<file path="config.mk">
export PLATFORM = sky130hd
export DESIGN_NAME = alu_logic_arbiter
export DESIGN_NICKNAME = d
export VERILOG_FILES = /design/src/rtl/alu_ctrl_pkg.sv /design/src/rtl/logic16_unit.sv /design/src/rtl/alu_logic_arbiter.sv
export SDC_FILE = /design/constraint.sdc
export NUM_CORES = 1
export LEC_CHECK = 0
export ABC_AREA = 1
export BUFFER_PORTS_ARGS = -buffer_cell sky130_fd_sc_hd__buf_2
export CAP_MARGIN = 20
export CORE_MARGIN = 2
export CORE_UTILIZATION = 60
export CTS_BUF_LIST = sky130_fd_sc_hd__clkbuf_4
export DETAILED_ROUTE_END_ITERATION = 8
export PLACE_DENSITY = 0.89
export SETUP_SLACK_MARGIN = 0.3
export SYNTH_ARGS = -nofsm -noshare
export SYNTH_HDL_FRONTEND = slang
export SYNTH_SLANG_ARGS = --single-unit
</file>
<file path="constraint.sdc">
create_clock -name clk -period 3.2 [get_ports clk]
set_clock_uncertainty 0.2 [all_clocks]
set_input_delay 0.16 -clock clk [delete_from_list [all_inputs] [get_ports clk]]
set_output_delay 0.16 -clock clk [all_outputs]
set_load 0.01 [all_outputs]
</file>
<file path="src/rtl/alu_ctrl_pkg.sv">
// ============================================================================
//  Module      : alu_ctrl_pkg
//  Description : Shared opcode/state types and width default for the
//                two-requester bitwise logic-unit controller.
//  Revision    : 1.0 - initial release
// ============================================================================
`default_nettype none

package alu_ctrl_pkg;

    localparam int c_WIDTH = 16;

    typedef enum logic [2:0] {
        OP_AND  = 3'b000,
        OP_OR   = 3'b001,
        OP_XOR  = 3'b010,
        OP_XNOR = 3'b011,
        OP_NAND = 3'b100,
        OP_NOR  = 3'b101,
        OP_NOTA = 3'b110,
        OP_PASB = 3'b111
    } alu_op_e;

    typedef enum logic [1:0] {
        ST_IDLE = 2'd0,
        ST_EXEC = 2'd1,
        ST_RESP = 2'd2
    } ctrl_state_e;

endpackage

`default_nettype wire

</file>
<file path="src/rtl/logic16_unit.sv">
// ============================================================================
//  Module      : logic16_unit
//  Description : Purely combinational bitwise logic unit, op/a/b -> result.
//  Revision    : 1.0 - initial release
// ============================================================================
`default_nettype none

module logic16_unit
    import alu_ctrl_pkg::*;
#(
    parameter int WIDTH = c_WIDTH
) (
    input  alu_op_e          op,
    input  logic [WIDTH-1:0] a,
    input  logic [WIDTH-1:0] b,
    output logic [WIDTH-1:0] result
);

    always_comb begin
        result = '0;
        case (op)
            OP_AND:  result = a & b;
            OP_OR:   result = a | b;
            OP_XOR:  result = a ^ b;
            OP_XNOR: result = ~(a ^ b);
            OP_NAND: result = ~(a & b);
            OP_NOR:  result = ~(a | b);
            OP_NOTA: result = ~a;
            OP_PASB: result = b;
            default: result = '0;
        endcase
    end

endmodule

`default_nettype wire

</file>
<file path="src/rtl/alu_logic_arbiter.sv">
// ============================================================================
//  Module      : alu_logic_arbiter
//  Description : Round-robin controller sharing one logic unit between two
//                requesters; optional zero flag under `ALU_FLAGS_EN`.
//  Revision    : 1.0 - initial release
// ============================================================================
`default_nettype none

module alu_logic_arbiter
    import alu_ctrl_pkg::*;
#(
    parameter int WIDTH = c_WIDTH
) (
    input  logic             clk,
    input  logic             rst,
    input  logic             req0_valid,
    output logic             req0_ready,
    input  logic [2:0]       req0_op,
    input  logic [WIDTH-1:0] req0_a,
    input  logic [WIDTH-1:0] req0_b,
    input  logic             req1_valid,
    output logic             req1_ready,
    input  logic [2:0]       req1_op,
    input  logic [WIDTH-1:0] req1_a,
    input  logic [WIDTH-1:0] req1_b,
    output logic             rsp_valid,
    input  logic             rsp_ready,
    output logic             rsp_id,
`ifdef ALU_FLAGS_EN
    output logic [WIDTH-1:0] rsp_data,
    output logic             rsp_zero
`else
    output logic [WIDTH-1:0] rsp_data
`endif
);

    ctrl_state_e      r_state;
    ctrl_state_e      w_state_nxt;

    logic             r_last_grant;
    alu_op_e          r_op;
    logic [WIDTH-1:0] r_a;
    logic [WIDTH-1:0] r_b;
    logic             r_id;
    logic [WIDTH-1:0] r_rsp_data;
    logic             r_rsp_id;

    logic             w_grant_any;
    logic             w_grant_id;
    logic             w_accept;
    logic [WIDTH-1:0] w_result;

    // On a tie the requester that did not win last time is served.
    always_comb begin
        w_grant_any = req0_valid | req1_valid;
        if (req0_valid && req1_valid) begin
            w_grant_id = ~r_last_grant;
        end else begin
            w_grant_id = req1_valid;
        end
    end

    assign w_accept = (r_state == ST_IDLE) && w_grant_any;

    // State register
    always_ff @(posedge clk) begin
        if (rst) begin
            r_state <= ST_IDLE;
        end else begin
            r_state <= w_state_nxt;
        end
    end

    // Next-state logic
    always_comb begin
        w_state_nxt = r_state;
        case (r_state)
            ST_IDLE: if (w_grant_any) w_state_nxt = ST_EXEC;
            ST_EXEC: w_state_nxt = ST_RESP;
            ST_RESP: if (rsp_ready)   w_state_nxt = ST_IDLE;
            default: w_state_nxt = ST_IDLE;
        endcase
    end

    // Output logic
    always_comb begin
        req0_ready = 1'b0;
        req1_ready = 1'b0;
        if (!rst && w_accept) begin
            req0_ready = ~w_grant_id;
            req1_ready = w_grant_id;
        end
        rsp_valid = (r_state == ST_RESP);
    end

    logic16_unit #(
        .WIDTH (WIDTH)
    ) u_logic (
        .op     (r_op),
        .a      (r_a),
        .b      (r_b),
        .result (w_result)
    );

    // Operands are captured only at acceptance so later port changes are ignored.
    always_ff @(posedge clk) begin
        if (rst) begin
            r_last_grant <= 1'b1;
            r_op         <= OP_AND;
            r_a          <= '0;
            r_b          <= '0;
            r_id         <= 1'b0;
            r_rsp_data   <= '0;
            r_rsp_id     <= 1'b0;
        end else begin
            if (w_accept) begin
                r_last_grant <= w_grant_id;
                r_id         <= w_grant_id;
                r_op         <= w_grant_id ? alu_op_e'(req1_op) : alu_op_e'(req0_op);
                r_a          <= w_grant_id ? req1_a : req0_a;
                r_b          <= w_grant_id ? req1_b : req0_b;
            end
            if (r_state == ST_EXEC) begin
                r_rsp_data <= w_result;
                r_rsp_id   <= r_id;
            end
        end
    end

    assign rsp_data = r_rsp_data;
    assign rsp_id   = r_rsp_id;

`ifdef ALU_FLAGS_EN
    logic r_rsp_zero;

    always_ff @(posedge clk) begin
        if (rst) begin
            r_rsp_zero <= 1'b0;
        end else if (r_state == ST_EXEC) begin
            r_rsp_zero <= (w_result == '0);
        end
    end

    assign rsp_zero = r_rsp_zero;
`endif

endmodule

`default_nettype wire
</file>
# ---- After elaboration in Yosys (flattened, before gate mapping)
# Index checks and enable logic that the tools add are counted.
dict set report op_classes {
  n_reduce_logical 7
  n_eq_ne 11
  muxes 10
  n_bitwise 10
}
# op n
set op_table {}
lappend op_table {{case mux 16 bit (8 select lines)} 1}
lappend op_table {{inverter 16 bit} 4}
lappend op_table {{2-to-1 mux 16 bit} 2}
lappend op_table {{bitwise AND 16 bit} 1}
lappend op_table {{bitwise OR 16 bit} 1}
lappend op_table {{bitwise XOR 16 bit} 1}
lappend op_table {{== test 3 bit (second input constant)} 4}
lappend op_table {{== test 3 x 2 -> 1 bit (second input constant)} 2}
lappend op_table {{case mux 2 bit (3 select lines)} 1}
lappend op_table {{2-to-1 mux 2 bit} 2}
lappend op_table {{== test 3 x 1 -> 1 bit (second input constant)} 1}
lappend op_table {{logical AND 1 bit} 3}
lappend op_table {{zero test 3 bit} 1}
lappend op_table {{2-to-1 mux 1 bit} 3}
lappend op_table {{2-to-1 mux 3 bit} 1}
lappend op_table {{== test 2 x 1 -> 1 bit (second input constant)} 1}
lappend op_table {{== test 2 bit (second input constant)} 1}
lappend op_table {{zero test 2 bit} 1}
lappend op_table {{inequality test 2 x 1 -> 1 bit (second input constant)} 1}
lappend op_table {{inequality test 2 bit (second input constant)} 1}
lappend op_table {{inverter 1 bit} 2}
lappend op_table {{AND reduction 2 bit} 1}
lappend op_table {{zero test 1 bit} 1}
lappend op_table {{bitwise OR 1 bit} 1}
dict set report word_totals {
  out_inout_bits 20
  wordCells 46
  register_bits 56
}

# ---- Longest topological paths before layout
dict set report depth {
  depth_word 4
  mapped_depth 10
}

# ---- By module
# Synthesis repeated with hierarchy kept, for this count alone.
dict set report hier_totals {
  hier_cells 753
  area_unflattened_um2 4659.5
}
# module instances area_per_inst_um2 cells_each
set by_module_without_submodules {}
lappend by_module_without_submodules {alu_logic_arbiter 1 2700.1 400}
lappend by_module_without_submodules {logic16_unit 1 1959.4 353}

# ---- Least setup slack after synthesis
# No wires, ideal clock.
dict set report synth_timing {
  path_kind {register to register}
  start {reg r_op[0]}
  end {reg r_rsp_data[10], in the netlist rsp_data[10]}
  setup_ns 0.132
  period_less_slack_ns 1.424
  stages_incl_launch_ff 9
  arrival_ns 1.092
  required_time_ns 2.868
  path_buffers 2
  slack_ns 1.776
  cell_sequence {dfxtp_1 > buf_6 > nor2_8 > nand2_1 > buf_2 > o21ai_0 > inv_1 > nand2_1 > a21oi_1}
}
dict set report synth_via {
  elab_chain_len 2
  elab_cells_between_ends 9
}
# element line_no
set synth_lines {}
lappend synth_lines {{start: declaration} alu_logic_arbiter.sv:41} ;# alu_op_e r_op;
lappend synth_lines {{start signal: assignment} alu_logic_arbiter.sv:119} ;# r_op <= w_grant_id ? alu_op_e'(req1_op) : alu_op_e'(req0_op);
lappend synth_lines {{== test 3 bit (tied with other cells)} logic16_unit.sv:21} ;# case (op)
lappend synth_lines {{case mux 16 bit (8 select lines) (*)} logic16_unit.sv:21}
lappend synth_lines {{end signal: assignment} alu_logic_arbiter.sv:124} ;# r_rsp_data <= w_result;
lappend synth_lines {{end: declaration} alu_logic_arbiter.sv:45} ;# logic [WIDTH-1:0] r_rsp_data;
# Every way passes the cells marked *; elsewhere a longest branch is shown, timed or not.
# A chain may end at the register's enable or synchronous reset.

==> impl_results.md <==
- WP data arrival: 2860 ps
- Fin Setup TNS: 0 ps
- Most frequent cells in the layout: 206 x nand2_1, 94 x buf_2, 93 x inv_1, 75 x dlygate4sd3_1, 64 x nand4_1
- Reg-to-Reg Start: r_last_grant
- Max cap viols: 0
- Fin. Hold Viols: 0
- DRT iter0 DRCs: 371
- PortBufs: 94
- CP Capture Type: register
- Hold path start: req1_valid
- Root buffer cell: clkbuf_4
- Largest net degree at the start of global routing: between 60 and 70
- VDD IR max: about 170 uV
- Synth Area per Inst: around 6.4 sq um
- CTS Buf Count: 5
- YS warnings: 0
- Leakage: 2.828 nW
- DRC viols: 0
- Layout cell share with drive strength beyond 1: about 15%
- Die W: just under 90 um
- Initial antenna violation count: 0
- CTS Sinks: 56
- Area Overhead vs Synth: 28.30%
- Worst Reg2Reg Path Length in Cells: 9
- H-tree depth: 2
- Vias in the first global route: around 4500
- Synthesized area: ~4200 sq um
- Final wirelength: ~13000 um
- Post-CTS Setup Inserts: 0
- Register-to-register setup slack: about 610 ps
- Initial Util: between 60% and 70%
- Placed cell count: 790
- Largest stage delay, worst path: 600 ps
- #FFs+latches synth: 56
- Tmin final: between 2000 and 3000 ps
- Worst rel slew slack: 43.96%
- Status: finished, final reports clean
- Syn nets: between 700 and 800
- Slowest stage cell on the critical path: dlygate4sd3_1
- Pwr Density: 377.7 nW/um^2
- Gpl congestion: 0.8959
- Core ar.: about 6800 sq um
- Final setup violation count: 0
- Critical path startpoint category: input pin
- Synth top area share: a little over a quarter
- Final Power: 0.002027 W
- Rows: 30
- Hold Path Class: input pin to register
- Critical path cell sequence: dlygate4sd3_1, buf_2, inv_1, nand2_1, inv_1, buf_4, nand2_1, o211ai_1, dlygate4sd3_1
- Clk buf depth: 2
- Maximum fanout along the worst path: 20
- All-Layer GR Usage: ~33%
- Commonest non-fill, non-tap cell in the layout: nand2_1
- Least-Margin Pin Slew: approximately 840 ps
- Hold Slack: about 11 ps
- Yosys top cell by area: dfxtp_1
- # nets final: between 800 and 900
- Unrepaired setup endpoints after global routing: no
- Netlist cell types: 22
- Die ar.: 7655 sq um
- Hold Path Depth: 5
- Post-Layout Cell Count: approximately 870
- Final period utilization: 85.30%
- DRT antenna net count: 0
- I/O pins: 95
- DP HPWL: 7636 um
- Maximum clock rate: between 0.3 and 0.4 GHz
- Via density: 5.569
- ANT cells: 0
- Kind of critical path: input pin to register
- Worst Path Required: about 3300 ps
- CTS tree: built
- Design Area, Final: 5366 sq um
- Pins over their slew limit: 0
- Hold Crit Endpoint: r_id
- RR Endpoint: r_a[5]
- Vias post-DR: 4862
- Placed Area: about 4600 sq um
- Top cells by area, synth: dfxtp_1 27%, nand2_1 18%, ha_1 9.6%, nand4_1 9.6%, inv_1 8.3%
- Chip height: 87.50 um
- Post-synthesis sequential area ratio: a little over a quarter
- Global-route wire length before repair: between 20000 and 25000 um
- First-pass DRT Iterations: 5
- Worst-Skew Late Latency: 380 ps
- Post-DR wirelength/cell: 14.64 um
- Cell count after synthesis: between 600 and 700
- Reg clk slew, reported paths: 160 ps
- GRT overflow: 0
==> per-stage QoR <==
step,setup slack (ps),utilization [%]
2_1_floorplan,1776,-
3_3_place_gp,945.9,67.48
3_5_place_dp,837.2,67.48
4_1_cts,637.3,79.43
5_1_grt,363.6,79.43
6_report,470.3,79.43
==> where the power goes <==
group / total, W / switching (W) / internal [W] / leakage, nW
Clock: 0.000326 / 0.000224 / 0.000102 / 0.0338
Sequential: 0.000851 / 0.0000778 / 0.000773 / 0.461
Combinational: 0.000850 / 0.000504 / 0.000346 / 2.33
==> how the worst max path moves through the flow <==
| stage | start | end | slack, ps | cells past startpoint |
|---|---|---|---|---|
| after floorplan | r_op[0] | rsp_data[10] | 1780 | 8 |
| after global placement | r_op[1] | rsp_data[10] | 950 | 8 |
| after detailed placement | r_op[0] | rsp_data[6] | 840 | 8 |
| after CTS | rst | r_a[10] | 640 | 9 |
| after global routing | rst | r_a[5] | 360 | 9 |
| final | rst | r_a[5] | 470 | 9 |
==> Yosys cell counts <==
library cell    n
a21oi_1        17
a31oi_1         6
buf_2          25
buf_4           8
buf_6           4
clkbuf_1        7
dfxtp_1        56
ha_1           32
inv_1          93
inv_2           3
nand2_1       206
nand2_2         1
nand3_1        19
nand3b_1       13
nand4_1        64
nor2_1         41
nor2_2          1
nor2_4          1
nor2_8          2
o211ai_1       29
o21ai_0        21
o21ai_1         3
==> sequential cells by signal, summed over array words and instances (netlist names) <==
| name | count |
|---|---|
| r_a | 16 |
| r_b | 16 |
| r_id | 1 |
| r_last_grant | 1 |
| r_op | 3 |
| r_state | 2 |
| rsp_data | 16 |
| rsp_id | 1 |
==> worst max-delay path, delay by kind of cell <==
| family | cells | cell delay, ps |
|---|---|---|
| simple gates | 2 | 170 |
| buf+inv | 6 | 2400 |
| compound gates | 1 | 110 |
==> cells by family (layout without fill, tap and decap cells) <==
group                      after synthesis  count (layout)  share of synthesized area [%]
AOI/OAI and AO/OA                       76              76                          11.01
adders and majority gates               32              32                          9.572
buffers and inverters                  140             281                          14.75
DFF                                     56              56                          26.80
and+or+nand+nor                        348             348                          37.87
==> final cells by class <==
cell class                 instances  area, sq um
multi-input combinational        456         2445
fill                             504         1390
timing repair buffer             177         1281
sequential                        56         1124
inverter                          96        360.3
tap                               80        100.1
clock buffer                       7        52.55
clock inverter                     1        3.754
==> per-layer routing <==
layer	part of all wire, %	wire (um)	global-route usage (%)
met1	41	5246	40.72
met2	48	6178	58.75
met3	9.2	1177	6.351
met4	1.4	179	8.531
met5	0	0	0
==> timing repair <==
item	4_1_cts	5_1_grt
hold endpoints to repair	50	0
hold buffers	75	0
gates resized for setup	0	0
(Power assumes the default switching activity.)
